==> src/rtl/pcpi_mul_seq.sv <==
// Sequential shift-add multiplier for the PCPI port: MUL and optionally MULH/MULHSU/MULHU.
// STEPS_AT_ONCE multiplier bits are retired per cycle; CARRY_CHAIN only changes adder structure.
module pcpi_mul_seq #(
  parameter int XLEN          = 32,
  parameter int STEPS_AT_ONCE = 1,
  parameter int CARRY_CHAIN   = 4,
  parameter int ENABLE_MULH   = 1
) (
  input  logic            clk,
  input  logic            resetn,
  input  logic            pcpi_valid,
  input  logic [31:0]     pcpi_insn,
  input  logic [XLEN-1:0] pcpi_rs1,
  input  logic [XLEN-1:0] pcpi_rs2,
  output logic            pcpi_wr,
  output logic [XLEN-1:0] pcpi_rd,
  output logic            pcpi_wait,
  output logic            pcpi_ready,
  output logic            busy
);

  // state  | meaning
  // S_IDLE | waiting for a matching instruction while armed
  // S_RUN  | shift-add steps, then one cycle to load pcpi_rd
  // S_DONE | result presented for exactly one cycle

  localparam int W  = 2 * XLEN;
  localparam int CW = $clog2(W) + 1;
  localparam int CC = (CARRY_CHAIN == 0) ? 1 : CARRY_CHAIN;
  localparam logic [CW-1:0] CNT_MUL  = CW'(XLEN / STEPS_AT_ONCE - 1);
  localparam logic [CW-1:0] CNT_MULH = CW'(W / STEPS_AT_ONCE - 1);

  typedef enum logic [1:0] {S_IDLE, S_RUN, S_DONE} state_t;

  state_t          state_q, state_d;
  logic [W-1:0]    rs1_q, rs2_q, acc_q, acc_next, pp_sum;
  logic [CW-1:0]   cnt_q;
  logic            last_q, high_q, armed;
  logic            insn_m, is_mul, is_mulh, is_mulhsu, is_mulhu, match, start;
  logic            chunk_cy;
  logic [W-1:0]    rs1_ext, rs2_ext;
  logic [2:0]      funct3;
  logic            unused_insn;

  assign funct3      = pcpi_insn[14:12];
  assign unused_insn = ^{pcpi_insn[24:15], pcpi_insn[11:7]};

  always_comb begin
    insn_m    = (pcpi_insn[6:0] == 7'b0110011) && (pcpi_insn[31:25] == 7'b0000001);
    is_mul    = insn_m && (funct3 == 3'b000);
    is_mulh   = insn_m && (funct3 == 3'b001) && (ENABLE_MULH != 0);
    is_mulhsu = insn_m && (funct3 == 3'b010) && (ENABLE_MULH != 0);
    is_mulhu  = insn_m && (funct3 == 3'b011) && (ENABLE_MULH != 0);
    match     = is_mul || is_mulh || is_mulhsu || is_mulhu;
    start     = pcpi_valid && match && armed;
    rs1_ext   = (is_mulh || is_mulhsu) ? {{XLEN{pcpi_rs1[XLEN-1]}}, pcpi_rs1}
                                       : {{XLEN{1'b0}}, pcpi_rs1};
    rs2_ext   = is_mulh ? {{XLEN{pcpi_rs2[XLEN-1]}}, pcpi_rs2}
                        : {{XLEN{1'b0}}, pcpi_rs2};
  end

  always_comb begin
    pp_sum = '0;
    for (int i = 0; i < STEPS_AT_ONCE; i++) begin
      if (rs2_q[i]) pp_sum = pp_sum + (rs1_q << i);
    end
  end

  // Accumulator add split into CARRY_CHAIN-bit chunks with the carry rippled between them.
  always_comb begin
    acc_next = acc_q + pp_sum;
    chunk_cy = 1'b0;
    if (CARRY_CHAIN != 0) begin
      for (int c = 0; c < W / CC; c++) begin
        {chunk_cy, acc_next[c*CC +: CC]} = {1'b0, acc_q[c*CC +: CC]}
                                         + {1'b0, pp_sum[c*CC +: CC]}
                                         + {{CC{1'b0}}, chunk_cy};
      end
    end
  end

  always_ff @(posedge clk or negedge resetn) begin
    if (!resetn) state_q <= S_IDLE;
    else         state_q <= state_d;
  end

  always_comb begin
    state_d = state_q;
    case (state_q)
      S_IDLE: if (start) state_d = S_RUN;
      S_RUN: begin
        if (!pcpi_valid) state_d = S_IDLE;
        else if (last_q) state_d = S_DONE;
      end
      S_DONE:  state_d = S_IDLE;
      default: state_d = S_IDLE;
    endcase
  end

  always_comb begin
    pcpi_ready = (state_q == S_DONE);
    pcpi_wr    = (state_q == S_DONE);
    busy       = (state_q != S_IDLE);
  end

  always_ff @(posedge clk or negedge resetn) begin
    if (!resetn) begin
      rs1_q     <= '0;
      rs2_q     <= '0;
      acc_q     <= '0;
      cnt_q     <= '0;
      last_q    <= 1'b0;
      high_q    <= 1'b0;
      pcpi_rd   <= '0;
      pcpi_wait <= 1'b0;
      armed     <= 1'b1;
    end else begin
      pcpi_wait <= (state_d != S_IDLE);
      case (state_q)
        S_IDLE: begin
          if (!pcpi_valid) armed <= 1'b1;
          if (start) begin
            rs1_q  <= rs1_ext;
            rs2_q  <= rs2_ext;
            acc_q  <= '0;
            cnt_q  <= is_mul ? CNT_MUL : CNT_MULH;
            last_q <= 1'b0;
            high_q <= !is_mul;
          end
        end
        S_RUN: begin
          if (pcpi_valid) begin
            if (last_q) begin
              pcpi_rd <= high_q ? acc_q[W-1:XLEN] : acc_q[XLEN-1:0];
            end else begin
              acc_q  <= acc_next;
              rs1_q  <= rs1_q << STEPS_AT_ONCE;
              rs2_q  <= rs2_q >> STEPS_AT_ONCE;
              cnt_q  <= cnt_q - CW'(1);
              last_q <= (cnt_q == '0);
            end
          end
        end
        S_DONE:  armed <= 1'b0;
        default: ;
      endcase
    end
  end

endmodule

==> config.mk <==
export PLATFORM = sky130hd
export DESIGN_NAME = pcpi_mul_seq
export DESIGN_NICKNAME = d
export VERILOG_FILES = /design/src/rtl/pcpi_mul_seq.sv
export SDC_FILE = /design/constraint.sdc
export NUM_CORES = 1
export LEC_CHECK = 0
export CORE_ASPECT_RATIO = 1.5
export CORE_UTILIZATION = 50
export DETAILED_ROUTE_END_ITERATION = 12
export GPL_TIMING_DRIVEN = 0
export PLACE_DENSITY_LB_ADDON = 0.3
export SLEW_MARGIN = 40
export SYNTH_ARGS = -nofsm -noshare
export SYNTH_HDL_FRONTEND = slang
export SYNTH_SLANG_ARGS = --single-unit
==> constraint.sdc <==
create_clock -name clk -period 20.5 [get_ports clk]
set_input_delay 3.075 -clock clk [delete_from_list [all_inputs] [get_ports clk]]
set_output_delay 3.075 -clock clk [all_outputs]
set_load 0.01 [all_outputs]
# --- After elaboration in Yosys (flattened, before gate mapping) ---
# Index checks and enable logic that the tools add are counted.
# Widths: inputs -> output; s select.
word_totals:
  reg_bits: 237
  latch_bits: 0
  mem_bits_rw: 0
  romBits: 0
  input_bits: 99
  out_inout_bits: 36
  wordCells: 108
  n_memories: 0
classes:
  addsub: 32
  n_mul: 0
  n_div: 0
  magnitude_cmp: 0
  n_eq_ne: 11
  shift: 0
  muxes: 31
  n_bitwise: 0
  n_reduce_logical: 24
ops:
  columns: ["cell", "n"]
  rows:
  - ["$mux 64", 12]
  - ["$pmux 64 s2", 3]
  - ["$add 4x4->5", 15]
  - ["$add 5x1->5", 14]
  - ["$mux 32", 1]
  - ["$mux 7", 3]
  - ["$pmux 7 s2", 1]
  - ["$ne 2x2->1 const B", 4]
  - ["$reduce_bool 2->1", 4]
  - ["$eq 7x1->1 const B", 1]
  - ["$eq 7x6->1 const B", 1]
  - ["$logic_and 1x1->1", 7]
  - ["$logic_not 7->1", 1]
  - ["$sub 7x1->7 const B", 1]
  - ["$eq 3x2->1 const B", 2]
  - ["$mux 2", 3]
  - ["$mux 6", 1]
  - ["$reduce_and 3->1", 2]
  - ["$add 4x1->4", 1]
  - ["$add 4x4->4", 1]
  - ["$logic_or 1x1->1", 4]
  - ["$mux 1", 4]
  - ["$pmux 1 s2", 2]
  - ["$pmux 2 s2", 1]
  - ["8 further kinds", 9]

# --- Depth between registers and ports, before layout ---
# Gate-level depths: netlist of the first run.
logic_depth:
  depth_word: 20
  ltp_mapped: 84
  ltp_nobuf: 83

# --- Least setup slack after synthesis of the first run ---
# Ideal clock, no wire load.
synth_timing:
  path_type: "register -> register"
  startpoint: "register rs2_q[0]"
  endpoint: "register acc_q[63]"
  setup_ps: 124
  arrival_ps: 16859
  required_time_ps: 20376
  path_slack_ps: 3517
  path_stages_with_launch: 84
  n_path_buf: 2
  synth_period_minus_slack_ps: 16983
  path_cell_list: "dfrtp_1 > clkbuf_1 > clkbuf_1 > nand2_1 > fa_1 > inv_1 > a21o_1 > a21oi_1 > fa_1 > fa_1 > inv_1 > a21o_1 > a21oi_1 > fa_1 > fa_1 > inv_1 > a21o_1 > a21oi_1 > [48 not listed] > a21o_1 > a21oi_1 > fa_1 > fa_1 > inv_1 > a21o_1 > a21oi_1 > fa_1 > fa_1 > inv_1 > a21o_1 > a21oi_1 > fa_1 > nor2b_1 > o21a_1 > o211ai_1 > and3_1 > a211o_1"
synth_via:
  elab_chain_len: 20
  elab_cells_between_ends: 35
  classes_between: "add/sub: 31; mux: 4"
synth_lines:
  columns: ["element", "line", "rtl"]
  rows:
  - ["start, declared", "36", "logic [W-1:0] rs1_q, rs2_q, acc_q, acc_next, pp_sum;"]
  - ["start signal, assigned", "124", "rs2_q <= rs2_ext;"]
  - ["start signal, assigned", "138", "rs2_q <= rs2_q >> STEPS_AT_ONCE;"]
  - ["$mux 64 (*)", "65", "if (rs2_q[i]) pp_sum = pp_sum + (rs1_q << i);"]
  - ["$add 4x4->5", "76", "+ {1'b0, pp_sum[c*CC +: CC]}"]
  - ["$add 5x1->5 (14 in series)", "77", "+ {{CC{1'b0}}, chunk_cy};"]
  - ["$add 4x1->4 (*)", "77", null]
  - ["$mux 64 (*)", "133", "if (last_q) begin"]
  - ["$mux 64 (*)", "132", "if (pcpi_valid) begin"]
  - ["$pmux 64 s2 (*)", "119", "case (state_q)"]
  - ["end signal, assigned", "136", "acc_q <= acc_next;"]
  - ["end, declared", "36", null]
# Every way passes the cells marked *; elsewhere a longest branch is shown, timed or not. The select of a mux whose other input is x is not followed.
# A chain may end at the register's enable or synchronous reset.

# --- Worst setup path after layout of the first run ---
# Same ends and word-level chain as after synthesis.

==> out/metrics.cfg, run 1 <==
[yosys]
ys_types = 46
yosysWarnings = 0
synthesis.area_um2 = 12300
synth.ff_latch_count = 237
syn_nets = 1463
synth-seq-area-share_pct = 48.4
syn_inst = 1283
syn_area_per_cell_um2 = 9.56

[floorplanning]
core_um2 = 23900
die_width_um = 130
rows = 69
io_pins = 135
die-area_um2 = 25200
floorplan.initialDensity_pct = 51.3
dieHeight_um = 194

[sta]
finalHoldViolCount = 0
timing.final.crit_period_ps = 19080
fin_skew_ps = 8.15
period_share_pct = 93.1
relSlewSlack_pct = 46.3
clock.fmax_mhz = 52.4
worst_slew_pin_slew_ps = 805
finalSetupViolCount = 0
final.setup.tns_ps = 0
rsz0062_at_grt = no
slew_viol_final = 0

[drt]
drtIter0Drc = 597
wl_um = 31200
drc = 0
num_vias = 9881
ant_nets = 0
vias_per_cell = 5.59
drtPass1Iterations = 5
avgRoutedWirePerCell_um = 17.7

[setup_path]
crit_required_ps = 20900
critPathMaxStageDelay_ps = 620
crit_arrival_ps = 19480
path_buf_inv = 17
crit_path_end_kind = flop
reg2reg_slack_ps = 1420
path_delay_family = adder cells
worstSetupStartpointType = flop
critical_path_class = reg2reg
cp_slowest_cell = clkbuf_1
path_max_fanout = 10
path_common_cell = fa_1

[grt]
first_global_vias = 10200
grt_max_degree = 75
grt_usage_pct = 26.1
antenna_found_initial = 0
gr-total-overflow = 0
grt_pass1_wl_um = 51500

[placement]
place_area_um2 = 13900
hpwl_um = 22400
gp_congestion = 0.874
io_buffers = 119

[finish]
fin_area_um2 = 14800
antenna_cells = 0
final_common_cell = dfrtp_1
drive_gt1_share_pct = 6.00
mostFrequentLayoutCells = dfrtp_1, nand2_1, nor2_1
synthToLayoutAreaGrowth_pct = 20.4
nets = 1611

[cts]
cts.sinks = 237
clkTransAtPathRegs_ps = 60
h-tree-depth = 1
cts_setup_buffers = 0
root_buffer = clkbuf_16
cts.path.max_buffers = 3
clk_latency_ps = 520
cts_buffers = 24
cts_resized = 0
ctsHoldBuffers = 0
tritoncts = yes

[job]
maxCapViolCount = 0

[power]
power_density_nw_per_um2 = 65.0
p_leak_nw = 7.19
internal_power_w = 0.000760
clkPwrFrac_pct = 48.1
p_sw_w = 0.000200
pwr-share-comb_pct = 3.1
peakVddDrop_mv = 0.0615
pwr-share-seq_pct = 48.8
swShare_pct = 20.8

[outcome]
status = finished, final reports clean

[hold_path]
hp-class = reg2reg

==> stage by stage <==
step	std cells	power, W	hold WS (ps)	worst slack [ps]	util [%]
2_1_floorplan	1283	0.000479	439	3520	-
3_3_place_gp	1721	0.000506	466	1860	57.9
3_5_place_dp	1724	0.000508	467	1640	58.3
4_1_cts	1768	0.000966	479	1470	61.8
5_1_grt	1768	0.000986	494	583	61.8
6_report	1768	0.000961	476	1420	61.8
==> layout make-up <==
class	count	area, um^2
plain buffers	87	478
clock buffers	35	703
clock inverters	9	123
fillers	2034	9140
inverters	80	302
multi-input cells	879	5560
flip-flops and latches	237	5930
well taps	319	399
repair buffers	122	1280
==> flip-flops by register name (all words and copies together) (netlist names) <==
| register | count |
|---|---|
| high_q | 1 |
| pcpi_rd | 32 |
| rs1_q | 64 |
| pcpi_wait | 1 |
| cnt_q | 7 |
| rs2_q | 64 |
| state_q | 2 |
| armed | 1 |
| last_q | 1 |
| acc_q | 64 |
==> final timing paths <==
path / startpoint / to / cells after the start
max in group asynchronous: resetn / acc_q[61] / 3
min in group asynchronous: resetn / rs2_q[20] / 1
hold reg to reg: rs2_q[63] / rs2_q[63] / 2
setup reg to reg: rs2_q[0] / acc_q[63] / 83
setup / recovery: rs2_q[0] / acc_q[63] / 83
hold / removal: rs2_q[63] / rs2_q[63] / 2
==> power groups by stage <==
stage | registers (W) | clock network [W] | logic [W]
floorplan | 0.000477 | 0 | 0.00000201
global placement | 0.000477 | 0 | 0.0000281
detailed placement | 0.000477 | 0 | 0.0000306
CTS | 0.000468 | 0.000467 | 0.0000307
global route | 0.000468 | 0.000485 | 0.0000329
finish | 0.000468 | 0.000462 | 0.0000298
==> worst register-to-register path, delay by kind of cell, from the launching register on <==
| kind | cells | cell delay [ps] |
|---|---|---|
| flops | 1 | 400 |
| buf+inv | 17 | 2220 |
| fa+ha+maj | 30 | 12500 |
| compound gates | 33 | 3330 |
| simple gates | 3 | 520 |
==> synthesized netlist by cell type (all sizes together) <==
cell type | count | area (um^2)
buf | 47 | 325
fa | 31 | 621
nand2 | 159 | 597
dfrtp | 236 | 5910
o21a | 2 | 15.0
nor2 | 139 | 522
nand3b | 1 | 7.51
nand2b | 1 | 6.26
dfstp | 1 | 26.3
ha | 50 | 626
nor4bb | 2 | 20.0
nor2b | 3 | 18.8
o22ai | 61 | 382
nor4b | 1 | 8.76
clkinv | 1 | 5.00
clkbuf | 40 | 150
or3 | 2 | 17.5
and3 | 2 | 12.5
or2 | 3 | 18.8
nor4 | 4 | 31.3
nand4 | 1 | 6.26
a211o | 2 | 17.5
o21ai | 116 | 581
inv | 79 | 297
a21oi | 67 | 335
a21o | 30 | 225
o31ai | 15 | 113
nor3b | 1 | 7.51
a211oi | 1 | 7.51
nor3 | 2 | 10.0
nand3 | 50 | 270
and2 | 33 | 206
mux2i | 32 | 320
xor2 | 32 | 280
a22oi | 32 | 240
xnor2 | 3 | 26.3
o211ai | 1 | 7.51
==> layer usage <==
metal | global-route usage (%) | wire length, um
met2 | 45.3 | 15800
met3 | 3.04 | 1630
met1 | 32.1 | 12400
met5 | 0 | 0
met4 | 12.0 | 1430
==> logic make-up (layout without fill, tap and decap cells) <==
group	after synthesis	in the layout	synth area share, %
xor gates and xnor gates	35	35	2.50
muxes	32	32	2.61
adders and majority gates	81	81	10.2
buffers and inverters	167	333	6.33
and+or+nand+nor	404	404	14.4
AOI/OAI and AO/OA	327	327	15.7
DFF	237	237	48.4
No activity file was read; power rests on OpenSTA's default activity.
==> inputs of run 2 (changes only) <==
Settings changed: ABC_CLOCK_PERIOD_IN_PS set to 20500, CORE_UTILIZATION 50 to 45.
==> out/metrics.cfg, run 2 (synthesized netlist as in run 1, its figures left out) <==
[power]
power_density_nw_per_um2 = 64.0  ; -1.7%
peakVddDrop_mv = 0.0588  ; -4.5%
p_leak_nw = 7.18  ; about the same

[sta]
fin_skew_ps = 14.9  ; +6.78 ps
final.setup.tns_ps = 0  ; unchanged
fin_hold_ws_ps = 481  ; +4.44 ps
period_share_pct = 93.3  ; +0.19 points
worst_slew_pin_slew_ps = 831  ; +26.1 ps
relSlewSlack_pct = 44.6  ; -1.7 points
timing.final.crit_period_ps = 19120  ; +38.2 ps
rsz0062_at_grt = no
finalSetupViolCount = 0  ; unchanged
clock.fmax_mhz = 52.3  ; -0.20%
finalHoldViolCount = 0  ; unchanged
slew_viol_final = 0  ; unchanged

[grt]
grt_usage_pct = 23.8  ; -2.3 points
met2_usage_pct = 41.8  ; -3.5 points
gr-usage-met3_pct = 2.83  ; -0.21 points
grt_pass1_wl_um = 51700  ; +0.39%
antenna_found_initial = 0  ; unchanged
top_usage_layer = met2
gr-total-overflow = 0  ; unchanged
first_global_vias = 10100  ; -1.4%
use_met1_pct = 29.1  ; -3.0 points
grt_max_degree = 73  ; -2.7%

[finish]
ff_latch_area_um2 = 5930  ; unchanged
multi_input_comb_area_um2 = 5560  ; unchanged
antenna_cells = 0  ; unchanged
final_common_cell = dfrtp_1
reg_top3 = acc_q x64, rs1_q x64, rs2_q x64
mostFrequentLayoutCells = dfrtp_1, nand2_1, nor2_1
drive_gt1_share_pct = 6.28  ; +0.27 points
synthToLayoutAreaGrowth_pct = 20.5  ; about the same
nets = 1612  ; +0.062%
nFillCells = 2378  ; +17%

[setup_path]
crit_required_ps = 20910  ; about the same
path_buf_inv = 17  ; unchanged
cp_slowest_cell = clkbuf_1
crit_arrival_ps = 19530  ; +50 ps
critPathMaxStageDelay_ps = 690  ; +70 ps
reg2reg_from = rs2_q[0]
crit_start = rs2_q[0]
crit_path_end_kind = flop
critical_path_class = reg2reg
path_delay_family = adder cells
path_max_fanout = 10  ; unchanged
path_common_cell = fa_1
worstSetupStartpointType = flop

[drt]
ant_nets = 0  ; unchanged
wl_um = 31700  ; +1.5%
drtIter0Drc = 561  ; -6.0%
drc = 0  ; unchanged
avgRoutedWirePerCell_um = 17.8  ; +0.45%
num_vias = 9870  ; -0.11%
drtPass1Iterations = 5  ; unchanged
vias_per_cell = 5.52  ; -1.2%

[cts]
cts_setup_buffers = 0  ; unchanged
h-tree-depth = 1  ; unchanged
clkTransAtPathRegs_ps = 70  ; about the same
cts.path.max_buffers = 3  ; unchanged
cts_buffers = 25  ; +4.2%
tritoncts = yes
root_buffer = clkbuf_16
cts.sinks = 237  ; unchanged
clk_latency_ps = 530  ; about the same
cts_resized = 0  ; unchanged
ctsHoldBuffers = 0  ; unchanged

[floorplanning]
core_um2 = 26700  ; +12%
io_pins = 135  ; unchanged
floorplan.initialDensity_pct = 46.0  ; -5.3 points
dieHeight_um = 204  ; +5.4%
die-area_um2 = 27900  ; +11%
die_width_um = 137  ; +5.3%
rows = 73  ; +5.8%

[job]
maxCapViolCount = 0  ; unchanged

[outcome]
status = finished, final reports clean

[hold_path]
min_from = pcpi_rd[16]
hp-class = reg2reg

[placement]
io_buffers = 119  ; unchanged
hpwl_um = 23000  ; +2.6%
gp_congestion = 0.872  ; -0.25%

run 2: layer usage:
| layer | vias up | share of wire [%] |
|---|---|---|
| li1 | 4648 | - |
| met1 | 4861 | 40 |
| met5 | - | 0 |
| met4 | 0 | 4.4 |
| met2 | 276 | 51 |
| met3 | 85 | 4.7 |
run 2: stage by stage:
step                setup slack [ps]  util [%]  instance area [um^2]  instances  power [W]
global route                     459      55.4                 14800       1787   0.000976
global placement                1890      52.0                 13900       1739   0.000506
CTS                             1540      55.4                 14800       1787   0.000953
floorplan                       3520         -                 12300       1283   0.000479
detailed placement              1710      52.4                 14000       1742   0.000508
finish                          1380      55.4                 14800       1787   0.000945
run 2: area by class of cell:
class	instances	share of cell area (%)
Sequential cell	237	40.1
Multi-Input combinational cell	879	37.6
Timing Repair Buffer	122	8.65
Clock buffer	35	5.03
Buffer	87	3.23
Tap cell	337	2.85
Inverter	80	2.04
Clock inverter	10	0.449
run 2: worst reg2reg max path, delay by kind of cell, from the launching register on:
kind / cells / cell delay, ps
fa+ha+maj: 30 / 12500
compound gates: 33 / 3340
buf+inv: 17 / 2210
simple gates: 3 / 520
flops: 1 / 400
run 2: final timing paths:
check                               to  slack (ps)  cells past startpoint
setup / recovery             acc_q[63]        1380                     83
hold / removal             pcpi_rd[16]         480                      2
setup reg to reg             acc_q[63]        1380                     83
hold reg to reg            pcpi_rd[16]         480                      2
max in group asynchronous        armed       17310                      2
min in group asynchronous    rs2_q[19]        2460                      1
run 2: report_power, final:
part	total (W)	switching, W	leakage (nW)	internal (W)
logic	0.0000301	0.0000133	3.47	0.0000168
registers	0.000468	0.000000271	3.31	0.000468
clock network	0.000447	0.000193	0.403	0.000253
==> inputs of run 3 (changes only) <==
Settings changed: SLEW_MARGIN 40 to 20.
==> out/metrics.cfg, run 3 (synthesized netlist as in run 1, its figures left out) <==
[cts]
h-tree-depth = 1  ; unchanged
cts_resized = 0  ; unchanged
clkTransAtPathRegs_ps = 70  ; about the same
cts_buffers = 24  ; -4.0%
cts_setup_buffers = 0  ; unchanged
ctsHoldBuffers = 0  ; unchanged
root_buffer = clkbuf_16
tritoncts = yes
cts.sinks = 237  ; unchanged
clk_latency_ps = 530  ; about the same
cts.path.max_buffers = 3  ; unchanged

[setup_path]
path_common_cell = fa_1
crit_required_ps = 20910  ; about the same
crit_start = rs2_q[0]
critPathMaxStageDelay_ps = 670  ; -20 ps
crit_path_end_kind = flop
reg2reg_from = rs2_q[0]
cp_slowest_cell = clkbuf_1
path_max_fanout = 10  ; unchanged
worstSetupStartpointType = flop
crit_arrival_ps = 19510  ; -20 ps
critical_path_class = reg2reg

[floorplanning]
die-area_um2 = 27900  ; unchanged
core_um2 = 26700  ; unchanged
die_width_um = 137  ; unchanged
rows = 73  ; unchanged
floorplan.initialDensity_pct = 46.0  ; unchanged
dieHeight_um = 204  ; unchanged
io_pins = 135  ; unchanged

[sta]
setup_ws_ps = 1400  ; +16.3 ps
finalHoldViolCount = 0  ; unchanged
worst_slew_pin_slew_ps = 895  ; +64.0 ps
timing.final.crit_period_ps = 19100  ; -16.3 ps
slew_viol_final = 0  ; unchanged
finalSetupViolCount = 0  ; unchanged
rsz0062_at_grt = no
clock.fmax_mhz = 52.4  ; about the same
final.setup.tns_ps = 0  ; unchanged
period_share_pct = 93.2  ; about the same
relSlewSlack_pct = 40.3  ; -4.3 points
fin_skew_ps = 19.1  ; +4.12 ps

[hold_path]
hp-class = reg2reg
min_from = pcpi_rd[16]

[power]
p_sw_w = 0.000204  ; -1.5%
power_density_nw_per_um2 = 64.0  ; about the same
p_leak_nw = 7.16  ; -0.32%
pwr-share-comb_pct = 3.1  ; about the same
clkPwrFrac_pct = 47.2  ; about the same
swShare_pct = 21.6  ; -0.26 points
pwr-share-seq_pct = 49.7  ; about the same
peakVddDrop_mv = 0.0588  ; about the same
internal_power_w = 0.000738  ; about the same

[placement]
io_buffers = 119  ; unchanged
place_area_um2 = 13900  ; -0.20%
hpwl_um = 22700  ; -1.1%
gp_congestion = 0.872  ; unchanged
dp_worst_setup_slack_ps = 1680  ; -37.4 ps

[finish]
nets = 1610  ; -0.12%
drive_gt1_share_pct = 5.87  ; -0.41 points
fin_area_um2 = 14700  ; -0.35%
antenna_cells = 0  ; unchanged
final_common_cell = dfrtp_1
synthToLayoutAreaGrowth_pct = 20.1
multi_input_comb_area_um2 = 5560  ; unchanged
reg_top3 = acc_q x64, rs1_q x64, rs2_q x64
nFillCells = 2422  ; +1.9%
mostFrequentLayoutCells = dfrtp_1, nand2_1, nor2_1
ff_latch_area_um2 = 5930  ; unchanged

[drt]
avgRoutedWirePerCell_um = 17.9  ; +1.1%
drc = 0  ; unchanged
vias_per_cell = 5.48  ; -0.72%
num_vias = 9788  ; -0.83%
wl_um = 32000  ; +0.95%
ant_nets = 0  ; unchanged
drtIter0Drc = 496  ; -12%
drtPass1Iterations = 4  ; -1

[job]
maxCapViolCount = 0  ; unchanged

[grt]
grt_max_degree = 94  ; +29%
gr-total-overflow = 0  ; unchanged
antenna_found_initial = 0  ; unchanged
grt_pass1_wl_um = 51800  ; +0.13%
first_global_vias = 10000  ; -0.46%
grt_usage_pct = 23.9  ; +0.14 points

[outcome]
status = finished, final reports clean

## run 3: cell count changes in the layout (fill, tap and decap cells not counted), sizes merged
cell      delta
bufinv       +1
clkbuf       -1
clkinvlp     -2
## run 3: power by group through the flow
| stage | logic [W] | registers, W | clock network [W] |
|---|---|---|---|
| after floorplan | 0.00000201 | 0.000477 | 0 |
| after global placement | 0.0000285 | 0.000477 | 0 |
| after detailed placement | 0.0000302 | 0.000477 | 0 |
| after CTS | 0.0000302 | 0.000468 | 0.000454 |
| after global routing | 0.0000323 | 0.000468 | 0.000470 |
| final | 0.0000294 | 0.000468 | 0.000445 |
## run 3: path summary, 6_finish.rpt
| kind | slack (ps) | depth (start not counted) | end |
|---|---|---|---|
| max | 1400 | 83 | acc_q[63] |
| min | 480 | 2 | pcpi_rd[16] |
| max reg2reg | 1400 | 83 | acc_q[63] |
| min reg2reg | 480 | 2 | pcpi_rd[16] |
| max in group asynchronous | 16760 | 3 | acc_q[54] |
| min in group asynchronous | 2480 | 1 | rs2_q[26] |
## run 3: per-stage QoR
step	total power, W	util, %	instances	hold slack (ps)
after CTS	0.000952	55.2	1785	490
after detailed placement	0.000507	52.3	1741	475
final	0.000942	55.2	1785	484
after global routing	0.000970	55.2	1785	511
after global placement	0.000506	52.0	1739	468
after floorplan	0.000479	-	1283	439
## run 3: layout make-up
class	count	share of cell area [%]
Clock inverter	9	0.501
Buffer	87	3.23
Sequential cell	237	40.3
Timing Repair Buffer	121	8.50
Tap cell	337	2.86
Multi-Input combinational cell	879	37.7
Inverter	80	2.05
Clock buffer	35	4.84
## run 3: worst max-delay path, delay by kind of cell (launching register included)
family                   cells  cell delay (ps)
flip-flops                   1              410
AO/OA/AOI/OAI               33             3350
adder cells (fa/ha/maj)     30            12550
AND/OR/NAND/NOR              3              530
buffers and inverters       17             2160
## run 3: layer usage
metal	global-route usage (%)	vias up	wire length [um]
met3	2.78	79	1340
li1	-	4639	-
met2	42.0	243	16300
met5	0	-	0
met1	29.3	4827	13000
met4	10.4	0	1340
